File: src/rtl/kpn_queue_pkg.sv
// Shared types and defaults for the KPN channel queues (write-side and precharged read-side).
// Both queue endpoints import this so token and pointer widths stay consistent.
package kpn_queue_pkg;

   localparam int DEF_BITS_NUMBER   = 16;
   localparam int DEF_FIFO_ELEMENTS = 5;
   localparam int QUEUE_DEPTH       = 2**DEF_FIFO_ELEMENTS;

   typedef logic [DEF_BITS_NUMBER-1:0]   token_t;
   typedef logic [DEF_FIFO_ELEMENTS-1:0] ptr_t;

   // Occupancy needs one more bit than a pointer to represent a full queue.
   function automatic logic [DEF_FIFO_ELEMENTS:0] depth_count();
      return (DEF_FIFO_ELEMENTS+1)'(QUEUE_DEPTH);
   endfunction

endpackage

File: src/rtl/queue_ptr_unit.sv
// Wrapping ring pointer with increment enable; wraps naturally at 2**W.
module queue_ptr_unit #(
   parameter int W = 5
) (
   input  logic         clk,
   input  logic         rst_n,
   input  logic         inc,
   output logic [W-1:0] ptr
);

   always_ff @(posedge clk or negedge rst_n) begin
      if (!rst_n)   ptr <= '0;
      else if (inc) ptr <= ptr + 1'b1;
   end

endmodule

File: src/rtl/queue_write_module.sv
// Write-side KPN channel endpoint: circular register buffer with a registered rd/valid read port.
// Optional macro QUEUE_OVERFLOW_COUNT_EN adds a saturating dropped-write counter output.
module queue_write_module
   import kpn_queue_pkg::*;
#(
   parameter int BITS_NUMBER   = DEF_BITS_NUMBER,
   parameter int FIFO_ELEMENTS = DEF_FIFO_ELEMENTS
) (
   input  logic                     clk,
   input  logic                     rst_n,
   input  logic                     wr,
   input  logic [BITS_NUMBER-1:0]   input_1,
   input  logic                     rd,
   output logic [BITS_NUMBER-1:0]   output_1,
   output logic                     valid,
   output logic                     full,
   output logic                     empty,
   output logic [FIFO_ELEMENTS:0]   count
`ifdef QUEUE_OVERFLOW_COUNT_EN
   ,output logic [15:0]             overflow_count
`endif
);

   localparam int                   DEPTH     = 2**FIFO_ELEMENTS;
   localparam logic [FIFO_ELEMENTS:0] DEPTH_CNT = (FIFO_ELEMENTS+1)'(DEPTH);

   logic [BITS_NUMBER-1:0]   mem [DEPTH];
   logic [FIFO_ELEMENTS-1:0] w_ptr;
   logic [FIFO_ELEMENTS-1:0] r_ptr;
   logic                     wr_ok;
   logic                     rd_ok;

   // Flags come from the registered count, so full/empty never depend on pointer equality.
   assign full  = (count == DEPTH_CNT);
   assign empty = (count == '0);

   // A full queue still takes a write when the same edge frees a slot.
   assign rd_ok = rd & ~empty;
   assign wr_ok = wr & (~full | rd_ok);

   queue_ptr_unit #(.W(FIFO_ELEMENTS)) u_w_ptr (
      .clk   (clk),
      .rst_n (rst_n),
      .inc   (wr_ok),
      .ptr   (w_ptr)
   );

   queue_ptr_unit #(.W(FIFO_ELEMENTS)) u_r_ptr (
      .clk   (clk),
      .rst_n (rst_n),
      .inc   (rd_ok),
      .ptr   (r_ptr)
   );

   always_ff @(posedge clk) begin
      if (wr_ok) mem[w_ptr] <= input_1;
   end

   always_ff @(posedge clk or negedge rst_n) begin
      if (!rst_n) begin
         output_1 <= '0;
         valid    <= 1'b0;
      end else if (rd_ok) begin
         output_1 <= mem[r_ptr];
         valid    <= 1'b1;
      end else begin
         output_1 <= '0;
         valid    <= 1'b0;
      end
   end

   always_ff @(posedge clk or negedge rst_n) begin
      if (!rst_n) begin
         count <= '0;
      end else begin
         unique case ({wr_ok, rd_ok})
            2'b10:   count <= count + 1'b1;
            2'b01:   count <= count - 1'b1;
            default: count <= count;
         endcase
      end
   end

`ifdef QUEUE_OVERFLOW_COUNT_EN
   always_ff @(posedge clk or negedge rst_n) begin
      if (!rst_n)
         overflow_count <= '0;
      else if (wr && !wr_ok && overflow_count != 16'hFFFF)
         overflow_count <= overflow_count + 1'b1;
   end
`endif

endmodule

File: config.mk
export PLATFORM = sky130hd
export DESIGN_NAME = queue_write_module
export DESIGN_NICKNAME = d
export VERILOG_FILES = /design/src/rtl/kpn_queue_pkg.sv /design/src/rtl/queue_ptr_unit.sv /design/src/rtl/queue_write_module.sv
export SDC_FILE = /design/constraint.sdc
export NUM_CORES = 1
export LEC_CHECK = 0
export CORE_ASPECT_RATIO = 1.2
export CORE_MARGIN = 5
export CORE_UTILIZATION = 50
export CTS_CLUSTER_SIZE = 10
export DETAILED_ROUTE_END_ITERATION = 8
export PLACE_DENSITY_LB_ADDON = 0.3
export SYNTH_ARGS = -nofsm -noshare
export SYNTH_HDL_FRONTEND = slang
export SYNTH_HIERARCHICAL = 1
export SYNTH_SLANG_ARGS = --single-unit
export TNS_END_PERCENT = 5
File: constraint.sdc
create_clock -name clk -period 3.7 [get_ports clk]
set_clock_uncertainty 0.2 [all_clocks]
set_input_delay 0.74 -clock clk [delete_from_list [all_inputs] [get_ports clk]]
set_output_delay 0.74 -clock clk [all_outputs]
set_load 0.005 [all_outputs]
==> out/metrics.csv, run 1 <==
metric,value,unit
Antenna diodes,0,
Slew @ Worst Pin,1.153,ns
unrepaired setup endpoints after global routing,false,
P_leak,0.007752,uW
placed insts,1517,
"top cells by area, synth","edfxtp_1, mux4_2, dfrtp_1",
Final Cycle Share,92.15,%
Setup CP Type,reg -> out,
die area,46030,um2
post-route setup TNS,0,ns
ys async rst share,6.055,%
final cell count without fillers,1610,
Syn Area/Cell,23.03,um2
clock slew at reported path FFs,0.06,ns
TritonCTS clock tree,done,
Rows,82,
ANT nets after route,0,
final setup violation count,0,
VDD IR-drop max,0.0004997,V
DIE WIDTH,196.7,um
status,"complete, no violations",
clock sinks,545,
Root Driver,clkbuf_16,
Post-CTS Setup Bufs,0,
RePlAce Congestion,0.7673,
gr usage total,19.21,%
Hold Crit Class,in -> async,
crit path DAT,2.47,ns
vias in the first global route,10285,
PostCTS Resize Cnt,0,
CTS buffer count,60,
#FFs+latches synth,545,
register area share after synthesis,77.47,%
CP Max Fanout,6,
Critical Path RT,2.76,ns
synth warn,6,
first-pass GRT wire length,65770,um
Synth-to-Final Area Change,15.12,%
largest net degree at the start of global routing,65,
CP startpoint kind,flop,
Cells after Synth,908,
hold_ws,0.01768,ns
DRC,0,
CP endpoint kind,output pin,
CTS hold repair buffers,0,
post-layout minimum cycle time,3.410,ns
# IOs,45,
Max clock buf depth,3,
Slew HR,22.92,%
"area leader, netlist",edfxtp_1,
Nets,1060,
ys flop type,edfxtp_1,
Overflow after GRT,0,
"Clk Latency, worst-skew pair",0.61,ns
Fmax,0.2933,GHz
final hold violations,0,
MaxCap Viol Count,0,
Pre-antenna DRT Iters,5,
number of vias per cell,6.027,
Starting Density,50.33,%
Die H,234.0,um
fraction of layout cells with a size suffix above 1,28.57,%
total power draw,17690,uW
hpwl dp,25030,um
top cell type's share of synthesized area,73.52,%
Avg WL per Cell,26.66,um
Via Count,9703,
area of the core,41550,um2
Unique masters post-synth,38,
Slew Limit Fails,0,
Post-Syn Nets,935,
"EDFF count, synth",512,
Mapped Area,20910,um2
DR iter-0 viols,944,
PD cells,734.9,nW/um2
antenna violations before repair,0,
PortBufs,44,
H-tree Lvls,2,
final wirelength,42920,um
-- final timing paths --
kind	from	end	slack [ns]	cells past startpoint
max in group asynchronous	rst_n	u_r_ptr/ptr[2]$_DFFE_PN0P_	2.68	1
min	rst_n	output_1[14]$_DFF_PN0_	0.02	1
min reg2reg	u_w_ptr/ptr[0]$_DFFE_PN0P_	u_w_ptr/ptr[0]$_DFFE_PN0P_	0.39	1
max	count[0]$_DFFE_PN0P_	full	0.29	4
min in group clk	u_w_ptr/ptr[0]$_DFFE_PN0P_	u_w_ptr/ptr[0]$_DFFE_PN0P_	0.39	1
max reg2reg	count[0]$_DFFE_PN0P_	count[5]$_DFFE_PN0P_	0.42	11
-- power by group --
| part | internal [uW] | leakage (uW) | switching (uW) |
|---|---|---|---|
| sequential | 7310 | 0.00501 | 462 |
| clock | 2960 | 0.000796 | 2200 |
| combinational | 2420 | 0.00194 | 2340 |
| total | 12700 | 0.00775 | 5000 |
-- layout make-up --
type                            count  area [um2]
Clock buffer                       89        1610
Clock inverter                      4       48.80
Fill cell                        2994       17480
Inverter                           22       82.58
Multi-Input combinational cell    300        4488
Sequential cell                   545       16210
Tap cell                          546       683.2
Timing Repair Buffer              104       948.4
-- logic make-up (layout without fill, tap and decap cells) --
group                      count (synthesis)  after routing  synth area share (%)
adders and majority gates                  7              7                0.4547
xor gates and xnor gates                  12             12                0.5026
AOI/OAI and AO/OA                         45             45                 1.807
buffers and inverters                     63            219                 1.292
muxes                                    169            169                 16.91
DFF                                      545            545                 77.47
and+or+nand+nor                           67             67                 1.556
-- layout by cell type (no fill, tap or decap), types with 6 or more instances in the layout --
cell	netlist	layout
nor2_1	37	18
buf_4	3	55
ha_1	6	6
dfrtp_1	33	30
o221ai_1	16	16
nand2_1	7	7
mux2i_1	17	17
a221oi_1	16	16
mux4_2	144	144
clkbuf_16	0	60
xnor2_1	10	10
inv_1	22	22
clkbuf_1	18	29
nor2_2	0	19
edfxtp_1	512	512
clkdlybuf4s50_1	0	43
-- worst max-delay path, cell delays in order, from the launching register on --
cell	delay, ns
dfrtp_1	0.45
or4_4	0.56
or2_4	0.27
nor2_1	0.09
clkdlybuf4s50_1	0.51
-- stage by stage --
step	worst slack [ns]	utilization (%)	area, um2
6_report	0.2904	57.93	24070
5_1_grt	0.1649	57.93	24070
4_1_cts	0.2648	57.93	24070
3_5_place_dp	0.2287	53.94	22410
3_3_place_gp	0.3236	53.94	22410
2_1_floorplan	0.6273	-	20910
-- per-layer routing --
layer  global-route usage [%]  routed length (um)  vias up
li1                         -                   -     4086
met1                    25.93               17400     5186
met2                    32.09               21500      334
met3                    3.779                2697       97
met4                    6.264                1319        0
met5                        0                   0        -
-- synth_stat cells, types with 3 or more instances --
library cell,instances
edfxtp_1,512
mux4_2,144
nor2_1,37
dfrtp_1,33
inv_1,22
buf_2,18
clkbuf_1,18
mux2i_1,17
a221oi_1,16
o221ai_1,16
xnor2_1,10
nand2_1,7
ha_1,6
nand3b_1,5
nand4_1,4
a21oi_1,3
buf_4,3
mux2_2,3
mux2_4,3
nand2b_1,3
or3_1,3
-- flip-flops by register name (all words and copies together) (netlist names) --
register,flops
output_1,16
valid,1
count,6
u_r_ptr/ptr,5
u_w_ptr/ptr,5
mem,512
Note: power is estimated with default switching activity, not from simulation.
==> run 2: changes to the inputs <==
--- a/config.mk
+++ b/config.mk
@@ -5,6 +5,7 @@
 export SDC_FILE = /design/constraint.sdc
 export NUM_CORES = 1
 export LEC_CHECK = 0
+export ABC_AREA = 1
 export CORE_ASPECT_RATIO = 1.2
 export CORE_MARGIN = 5
 export CORE_UTILIZATION = 50
==> out/metrics.csv, run 2 <==
metric,value,unit
clock sinks,545,
Critical Path End,full,
Clock Power Share,27.0,%
most frequent cells in the layout,"nand2_1, edfxtp_1, nand3_1, nor2_1, buf_4",
P_leak,0.009336,uW
"most common cell after layout, fill and taps aside",nand2_1,
Fmax,0.3346,GHz
Switch Pwr,7263,uW
RePlAce Congestion,0.8630,
number of vias per cell,5.617,
Comb power frac,34.5,%
Die H,241.8,um
VDD IR-drop max,0.0007314,V
most frequent cell after synthesis,nand2_1,
leading registers by flop count,"mem: 512 flops, output_1: 16 flops, count: 6 flops",
Syn Area/Cell,11.61,um2
MaxCap Viol Count,0,
Reg power frac,38.5,%
first-pass GRT wire length,87050,um
Cells after Synth,1929,
Starting Density,50.25,%
Final Cycle Share,80.77,%
clock slew at reported path FFs,0.05,ns
crit path DAT,2.05,ns
Slew HR,21.88,%
P_int,12240,uW
area of the core,44560,um2
fraction of layout cells with a size suffix above 1,7.584,%
worst setup path startpoint,count[1]$_DFFE_PN0P_,
PD cells,774.0,nW/um2
max reg flops,512,
CP endpoint kind,output pin,
largest net degree at the start of global routing,196,
synth cell count leaders,"nand2_1, edfxtp_1, nand3_1",
Root Driver,clkbuf_16,
post-route setup TNS,0,ns
status,"complete, no violations",
Post-CTS Setup Bufs,0,
"worst slack, placed",0.4350,ns
Post-Syn Nets,1956,
antenna violations before repair,0,
# IOs,45,
"Clk Latency, worst-skew pair",0.59,ns
Avg WL per Cell,22.14,um
final wirelength,58070,um
synth warn,6,
CTS hold repair buffers,0,
gr usage total,23.33,%
top cell type's share of synthesized area,68.66,%
final setup violation count,0,
PortBufs,44,
#FFs+latches synth,545,
Nets,2034,
CP startpoint kind,flop,
ys flop type,edfxtp_1,
ys async rst share,6.055,%
Mapped Area,22390,um2
CP Max Fanout,5,
worst r2r src,u_r_ptr/ptr[1]$_DFFE_PN0P_,
"Most flops, register",mem,
final worst slack,0.7117,ns
hold_ws,0.08160,ns
TritonCTS clock tree,done,
Hold Crit Class,in -> async,
RR Endpoint,output_1[0]$_DFF_PN0_,
vias in the first global route,14101,
"area leader, netlist",edfxtp_1,
Worst Reg-to-Reg Cells,9,
H-tree Lvls,2,
M1 GR Usage,33.56,%
Unique masters post-synth,30,
Area after DPL,23480,um2
unrepaired setup endpoints after global routing,false,
Rows,85,
DRC,0,
Pre-antenna DRT Iters,6,
PostCTS Resize Cnt,0,
post-layout minimum cycle time,2.988,ns
"EDFF count, synth",512,
DIE WIDTH,203.2,um
Synth-to-Final Area Change,12.54,%
Critical Path RT,2.76,ns
Slew @ Worst Pin,1.171,ns
"top cells by area, synth","edfxtp_1, nand2_1, nand3_1",
die area,49140,um2
Top Usage Layer GRT,met2,
register area share after synthesis,72.34,%
Overflow after GRT,0,
Setup CP Type,reg -> out,
Via Count,14733,
hpwl dp,33790,um
final instance area,25200,um2
CTS buffer count,60,
reg2reg setup slack,0.73,ns
Max clock buf depth,3,
DR iter-0 viols,1718,
GR Util met2,35.97,%
Slew Limit Fails,0,
final hold violations,0,
ANT nets after route,0,
Switching Share,37.23,%
met3 usage,3.444,%
-- run 2: cell types whose count changed in the layout (fill, tap and decap cells not counted), moves of 9 or more --
cell	previous run	this run
a221oi_1	16	0
buf_4	55	75
clkbuf_1	29	49
mux2i_1	17	0
mux4_2	144	0
nand2_1	7	659
nand3_1	2	349
nor2_1	18	152
nor2_2	19	1
o21ai_0	1	43
o21ai_1	0	12
o221ai_1	16	0
xnor2_1	10	1
-- run 2: worst max-delay path: stages (launching register included) --
cell and delay [ns]:
dfrtp_1 0.42, nor2_1 0.21, nand4_1 0.16, inv_1 0.15, clkdlybuf4s50_1 0.52
-- run 2: per-stage QoR --
stage                     instances  total power, uW  util [%]
after floorplan                1929            12140         -
after global placement         2510            14180     52.69
after detailed placement       2510            14260     52.69
after CTS                      2622            19530     56.55
after global routing           2622            20540     56.55
final                          2623            19510     56.55
-- run 2: cell families after synthesis --
| family | count (synthesis) | synth area share (%) |
|---|---|---|
| AOI/OAI and AO/OA | 62 | 1.458 |
| xor gates and xnor gates | 8 | 0.3129 |
| adders and majority gates | 7 | 0.4246 |
| buffers and inverters | 137 | 3.771 |
| DFF | 545 | 72.34 |
| and+or+nand+nor | 1170 | 21.69 |
-- run 2: final cells by class --
cell class	count	area, um2
Antenna cell	1	2.502
Inverter	29	116.4
Multi-Input combinational cell	1247	5349
Sequential cell	545	16210
Fill cell	3589	19360
Clock inverter	2	8.758
Clock buffer	110	1710
Tap cell	565	706.9
Timing Repair Buffer	124	1099
-- run 2: power groups by stage --
| stage | sequential [uW] | combinational, uW | clock, uW |
|---|---|---|---|
| after floorplan | 7550 | 4590 | 0 |
| after global placement | 7610 | 6560 | 0 |
| after detailed placement | 7620 | 6640 | 0 |
| after CTS | 7500 | 6680 | 5350 |
| after global routing | 7540 | 7390 | 5620 |
| final | 7500 | 6730 | 5270 |
-- run 2: how the worst min path moves through the flow --
stage               slack (ns)                    to  depth (start not counted)                  from
floorplan                 0.24  count[0]$_DFFE_PN0P_                          0                 rst_n
global placement          0.37  count[2]$_DFFE_PN0P_                          2  count[2]$_DFFE_PN0P_
detailed placement        0.37  count[2]$_DFFE_PN0P_                          2  count[2]$_DFFE_PN0P_
CTS                       0.08  count[1]$_DFFE_PN0P_                          1                 rst_n
global route              0.14  count[1]$_DFFE_PN0P_                          1                 rst_n
finish                    0.08  count[1]$_DFFE_PN0P_                          1                 rst_n
-- run 2: metal layers --
metal	routed length, um	share of wire, %
met5	0	0
met3	4925	8.5
met1	23580	41
met4	2622	4.5
met2	26940	46
==> run 3: changes to the inputs <==
==> constraint.sdc (replaced) <==
create_clock -name clk -period 2.65 [get_ports clk]
set_clock_uncertainty 0.2 [all_clocks]
set_input_delay 0.53 -clock clk [delete_from_list [all_inputs] [get_ports clk]]
set_output_delay 0.53 -clock clk [all_outputs]
set_load 0.005 [all_outputs]
==> out/metrics.csv, run 3 (synthesis gave the netlist of run 2 again) <==
metric,value,unit
status,"complete, no violations",
Fmax,0.3897,GHz
antenna violations before repair,0,
Hold Crit Class,reg -> reg,
Die H,241.8,um
placed insts,2546,
final worst slack,0.08397,ns
hold_ws,0.3608,ns
reg2reg setup slack,0.29,ns
Overflow after GRT,0,
unrepaired setup endpoints after global routing,false,
PortBufs,44,
MaxCap Viol Count,0,
Slew HR,42.18,%
DR iter-0 viols,1697,
fraction of layout cells with a size suffix above 1,9.722,%
Final Cycle Share,96.83,%
H-tree Lvls,2,
final setup violation count,0,
crit path DAT,1.84,ns
# IOs,45,
ANT nets after route,0,
Avg WL per Cell,22.16,um
final hold violations,0,
"worst slack, placed",-0.07344,ns
CP startpoint kind,flop,
PD cells,1073,nW/um2
Setup CP Type,reg -> out,
hpwl dp,35510,um
Pre-antenna DRT Iters,6,
"most common cell after layout, fill and taps aside",nand2_1,
Max clock buf depth,3,
CTS buffer count,60,
number of vias per cell,5.681,
gr usage total,23.71,%
final wirelength,58800,um
Critical Path RT,1.92,ns
total power draw,27690,uW
CP Max Fanout,4,
Via Count,15071,
max reg flops,512,
RePlAce Congestion,0.9264,
DIE WIDTH,203.2,um
final cell count without fillers,2653,
"Clk Latency, worst-skew pair",0.60,ns
vias in the first global route,14741,
DRC,0,
"Most flops, register",mem,
largest net degree at the start of global routing,85,
Nets,2075,
Rows,85,
TritonCTS clock tree,done,
clock sinks,545,
Synth-to-Final Area Change,15.26,%
CP endpoint kind,output pin,
VDD IR-drop max,0.0007422,V
Starting Density,50.25,%
die area,49140,um2
post-layout minimum cycle time,2.566,ns
Slew @ Worst Pin,0.8674,ns
Antenna diodes,0,
leading registers by flop count,"mem: 512 flops, output_1: 16 flops, count: 6 flops",
Slew Limit Fails,0,
Root Driver,clkbuf_16,
first-pass GRT wire length,88200,um
most frequent cells in the layout,"nand2_1, edfxtp_1, nand3_1, nor2_1, buf_4",
clock slew at reported path FFs,0.06,ns
area of the core,44560,um2
P_leak,0.009649,uW
[run 3: cell types whose count changed in the layout (fill, tap and decap cells not counted), sizes merged]
cell / change
clkdlybuf4s50: -1
buf: +40
inv: +2
diode: -1
dlygate4sd3: +1
clkbuf: -12
dlymetal6s2s: +1
[run 3: metrics by stage]
step / util, % / area (um2) / setup TNS, ns
2_1_floorplan: - / 22390 / 0
3_3_place_gp: 54.00 / 24060 / -1.249
3_5_place_dp: 54.00 / 24060 / -3.015
4_1_cts: 57.88 / 25790 / 0
5_1_grt: 57.92 / 25810 / 0
6_report: 57.92 / 25810 / 0
[run 3: path summary, 6_finish.rpt]
kind	start	cells past startpoint	to
max reg2reg	count[4]$_DFFE_PN0P_	9	mem[11][3]$_DFFE_PP_
max	count[2]$_DFFE_PN0P_	4	empty
max in group asynchronous	rst_n	2	u_r_ptr/ptr[0]$_DFFE_PN0P_
min reg2reg	count[3]$_DFFE_PN0P_	2	count[3]$_DFFE_PN0P_
min	count[3]$_DFFE_PN0P_	2	count[3]$_DFFE_PN0P_
min in group asynchronous	rst_n	2	count[0]$_DFFE_PN0P_
[run 3: worst max-delay path, stage by stage, from the launching register on]
cell             delay, ns
dfrtp_2               0.44
nor2_4                0.13
nand3_2               0.11
inv_1                 0.07
clkdlybuf4s50_1       0.49
[run 3: layout make-up]
type | count | area [um2]
flip-flops and latches | 545 | 16210
well taps | 565 | 706.9
fillers | 3476 | 18750
clock inverters | 4 | 25.02
repair buffers | 165 | 1724
inverters | 29 | 116.4
multi-input cells | 1247 | 5361
clock buffers | 98 | 1665
[run 3: metal layers]
layer / track usage (%) / vias to the layer above / routed length [um]
met5: 0 / - / 0
met4: 9.248 / 0 / 2397
met3: 3.095 / 145 / 4587
met2: 39.75 / 713 / 29150
met1: 31.76 / 7315 / 22660
li1: - / 6898 / -
[run 3: power breakdown]
part | internal (uW) | switching, uW | total [uW]
Combinational | 3120 | 6780 | 9890
Sequential | 10100 | 373 | 10500
Clock | 4220 | 3070 | 7300
[run 3: timing repair]
item,4_1_cts,5_1_grt
setup endpoints to repair,2,2
hold endpoints to repair,33,0
hold buffers,1,0
resized for setup,6,2
pin swaps,1,2
setup buffers,2,2
